<file path="src/rtl/delay_measure.sv">
// Round-trip latency probe: emits PATTERN for one cycle, then counts cycles until
// the same word returns on din, or reports a timeout after MAX_CYCLES.
module delay_measure #(
    parameter int          DATA_WIDTH  = 32,
    parameter logic [31:0] PATTERN     = 32'hA5A5_5A5A,
    parameter int          MAX_CYCLES  = 1024,
    parameter int          COUNT_WIDTH = 16
) (
    input  logic                   clk,
    input  logic                   rst,
    input  logic                   en,
    input  logic                   start,
    output logic [DATA_WIDTH-1:0]  dout,
    input  logic [DATA_WIDTH-1:0]  din,
    input  logic                   din_valid,
    output logic [COUNT_WIDTH-1:0] latency,
    output logic                   busy,
    output logic                   done,
    output logic                   timeout
);

    typedef enum logic [2:0] {IDLE, SEND, WAIT, DONE, TMO} state_t;

    localparam logic [DATA_WIDTH-1:0]  PROBE = DATA_WIDTH'(PATTERN);
    localparam logic [COUNT_WIDTH-1:0] LIMIT = COUNT_WIDTH'(MAX_CYCLES);

    state_t                 state;
    state_t                 state_nxt;
    logic [COUNT_WIDTH-1:0] count;
    logic                   active;
    logic                   accept;
    logic                   match;
    logic                   expire;

    assign active = (state == SEND) || (state == WAIT);
    assign accept = start && en && !active;
    assign match  = active && din_valid && (din == PROBE);
    assign expire = (state == WAIT) && (count == LIMIT);

    // NOTE: next-state is defaulted to the current state before the case so no path leaves it unassigned (no latch).
    always_comb begin
        state_nxt = state;
        case (state)
            IDLE, DONE, TMO: if (accept) state_nxt = SEND;
            SEND, WAIT: begin
                // Dropping enable aborts even if the probe returns in the same cycle.
                if (!en)              state_nxt = IDLE;
                else if (match)       state_nxt = DONE;
                else if (expire)      state_nxt = TMO;
                else if (state == SEND) state_nxt = WAIT;
            end
            default: state_nxt = IDLE;
        endcase
    end

    // NOTE: all state below uses non-blocking assignments so every register samples pre-edge values.
    always_ff @(posedge clk) begin
        if (rst) begin
            state   <= IDLE;
            count   <= '0;
            latency <= '0;
        end else begin
            state <= state_nxt;

            if (accept)
                count <= '0;
            else if (active && (count != '1))
                count <= count + 1'b1;

            if (active && en) begin
                if (match)
                    latency <= count;
                else if (expire)
                    latency <= '1;
            end
        end
    end

    assign dout    = (state == SEND) ? PROBE : '0;
    assign busy    = active;
    assign done    = (state == DONE);
    assign timeout = (state == TMO);

endmodule

</file>
<file path="config.mk">
export PLATFORM = sky130hd
export DESIGN_NAME = delay_measure
export DESIGN_NICKNAME = d
export VERILOG_FILES = /design/src/rtl/delay_measure.sv
export SDC_FILE = /design/constraint.sdc
export NUM_CORES = 1
export LEC_CHECK = 0
export CORE_MARGIN = 2
export CORE_UTILIZATION = 43
export DETAILED_ROUTE_END_ITERATION = 10
export PLACE_DENSITY_LB_ADDON = 0.12
export SETUP_SLACK_MARGIN = 0.02
export SYNTH_ARGS = -nofsm -noshare
export SYNTH_HDL_FRONTEND = slang
export SYNTH_SLANG_ARGS = --single-unit
</file>
<file path="constraint.sdc">
create_clock -name clk -period 2.4 [get_ports clk]
set_input_delay 0.48 -clock clk [delete_from_list [all_inputs] [get_ports clk]]
set_output_delay 0.48 -clock clk [all_outputs]
set_load 0.005 [all_outputs]
</file>
==> key figures <==
Clock network
  • Clock tree buffer depth: 2
  • H-tree level count: 2
  • CTS clock-pin slew for the worst setup and hold paths: 70 ps
  • Clk_lat worst skew: 280 ps
  • CTS Hold Buffers Added: 0
  • CTS tree: yes
  • Sink Count: 35
  • Inserted Clock Buffers: 5
  • CTS root buf: clkbuf_8
  • Post-CTS Setup Repair Bufs: 0
  • Cts repair resizes: 0

Power and ir drop
  • Total Power: between 0.001 and 0.0015 W
  • Leak: slightly below 1 nW
  • Seq pwr share: 43.5%
  • Internal Power: 0.00105 W
  • Clk pwr share: 29.6%
  • Sw power: 0.000370 W
  • VDD IR max: 0.000258 V
  • PwrDens: 513 nW/um^2
  • Comb pwr share: 26.9%
  • Sw Share: 26.2%

Min path
  • Min-delay worst type: register to register
  • Hold path depth: 1
  • HP Start: latency[15]

Final layout
  • Most common cell after layout, fill and taps aside: clkdlybuf4s50_1
  • Filler cell count: 440
  • Most frequent cells in the layout: 71 x clkdlybuf4s50_1, 35 x dfxtp_1, 20 x nor2_1
  • Final Util: approximately 59%
  • Layout cells sized above 1: 17.3%
  • Number of nets in the layout: 323
  • Layout area overhead: 33.7%
  • N_diodes: 0

Timing
  • Final Setup Violations: 0
  • Period utilization: 93.0%
  • Unrepaired setup endpoints after global routing: false
  • Max Freq: between 400 and 500 MHz
  • Final setup TNS: 0 ps
  • Max-slew violation count: 0
  • Final hold vios: 0
  • Final min period: 2230 ps
  • Slew HR: between 60 and 70%
  • Fin Clk Skew: 4.52 ps
  • Slew of the pin with the lowest slew margin: 592 ps
  • Min Hold Slack: 536 ps

Logic synthesis
  • Main flop type after synthesis: dfxtp_1
  • Yosys cell types: 51
  • Register area share after synthesis: 34.0%
  • Mapped Cells: 225
  • Mapped Area: 2060 um^2
  • EDFF count, synth: 0
  • Avg Cell Area, Syn: 9.17 um^2
  • Asr flop ratio synth: 0%
  • FF+latch count, synth: 35
  • Synth warn: 0

Run status
  • Status: completed

Floorplanning
  • Die height: 73.3 um
  • Initial Util: 44.3%
  • IO Pins: 88
  • Rows: 25
  • Core area: 4660 um^2
  • Die Area: 5370 um^2
  • Die Wd: around 73 um

Placement
  • PortBufs: 71
  • Placer Congestion: 0.781
  • Final HPWL DP: 3630 um

Detailed routing
  • M1 wire length: 2210 um
  • Post-DRT Antenna Nets: 0
  • Met2 wire length: 2140 um
  • Vias: 1793
  • WL per Instance: approximately 14 um
  • Via-to-Cell Ratio: 5.30
  • Residual DRC: 0
  • Detailed Route Iter0 Violations: 130
  • Top layer in use: met4
  • Detailed-route wire length: 4660 um
  • First drt pass iteration count: 4
  • DR WL met3: 211 um

GRT
  • Largest net degree at the start of global routing: 20
  • Vias in the first global route: 1584
  • Grt ovf: 0
  • GRT Overall Usage: 18.7%
  • Initial antenna violation count: 0
  • First-pass GRT wire length: between 7000 and 8000 um

Flow run
  • Maxcap violations: 0

Critical path
  • Critical path launch point type: register
  • CP cell instances: inv_1, nor3_1, buf_4, clkdlybuf4s50_1
  • Crit Path Category: register to output pin
  • CP Data Arrival Time: 1750 ps
  • Critical Path Source: state[0]
  • Crit. End Element: output pin
  • Critical-path top delay cell: clkdlybuf4s50_1
  • R2R cell count: 8
  • Critical path's largest stage delay: 520 ps
  • Worst R2R Setup Slack: between 200 and 250 ps
  • Crit path max-delay family: buffers and inverters
  • CP required: between 1500 and 2000 ps
  • Stages on worst setup path: 4
  • Reg-to-Reg Start: count[0]
  • Buf+Inv Stages, Crit Path: 3
  • CP Max Fanout: 16
==> registers in the layout, indices dropped and copies added, names as in the netlist <==
| name | flops |
|---|---|
| count | 16 |
| state | 3 |
| latency | 16 |
==> metrics by stage <==
step                cells  cell area, um^2  setup slack (ps)
floorplan             240             2120               235
global placement      331             2670             -37.1
detailed placement    331             2670             -87.7
CTS                   338             2760               164
global route          338             2760              56.2
finish                338             2760               169
==> cells by family after synthesis <==
kind of cell             synth area share, %
flip-flops                              34.0
AO/OA/AOI/OAI                           15.9
buffers and inverters                   17.5
AND/OR/NAND/NOR                         25.3
XOR/XNOR                                5.52
adder cells (fa/ha/maj)                 1.21
multiplexers                           0.485
other                                  0.182
==> synth_stat cells, types with 2 or more instances <==
library cell	instances	area [um^2]
a21oi_1	3	15.0
nor3_1	8	40.0
nand4_1	8	50.1
and4b_2	2	22.5
xnor2_1	13	114
and3_1	2	12.5
and4_1	2	17.5
o221a_2	15	169
nor4b_1	2	17.5
buf_4	32	240
o21ai_0	3	15.0
clkbuf_1	4	15.0
and4bb_2	4	50.1
nand3_1	7	35.0
nand2_1	9	33.8
nor4_1	8	50.1
buf_2	4	20.0
ha_1	2	25.0
inv_1	9	33.8
a311oi_1	2	17.5
dfxtp_1	35	701
buf_6	3	33.8
nor2_1	20	75.1
==> final timing paths <==
| kind | end |
|---|---|
| worst max register to register | latency[6] |
| worst min register to register | latency[15] |
| worst max-delay path | dout[24] |
| worst min-delay path | latency[15] |
==> power by group through the flow <==
stage / registers (W) / clock network, W / logic [W]
2_1_floorplan: 0.000614 / 0 / 0.000264
3_3_place_gp: 0.000628 / 0 / 0.000377
3_5_place_dp: 0.000629 / 0 / 0.000381
4_1_cts: 0.000615 / 0.000428 / 0.000384
5_1_grt: 0.000618 / 0.000457 / 0.000420
6_report: 0.000616 / 0.000419 / 0.000381
==> layout make-up <==
| class | instances | area, um^2 | share of cell area (%) |
|---|---|---|---|
| multi-input combinational | 150 | 1060 | 38.4 |
| timing repair buffer | 82 | 806 | 29.2 |
| sequential | 35 | 701 | 25.4 |
| clock buffer | 6 | 82.6 | 2.99 |
| tap | 54 | 67.6 | 2.45 |
| inverter | 10 | 37.5 | 1.36 |
| clock inverter | 1 | 5.00 | 0.181 |
==> per-layer routing <==
metal | vias up | GRT usage (%)
met3 | 9 | 3.84
met1 | 834 | 24.6
met2 | 55 | 29.8
met4 | 0 | 7.41
met5 | - | 0
li1 | 895 | -
==> worst reg2reg max path: cells and delay by family (launching register included) <==
kind | cells | cell delay (ps)
AND/OR/NAND/NOR | 3 | 1000
flip-flops | 1 | 370
AO/OA/AOI/OAI | 2 | 360
buffers and inverters | 2 | 240
adder cells (fa/ha/maj) | 1 | 160
Note: power is estimated with default switching activity, not from simulation.
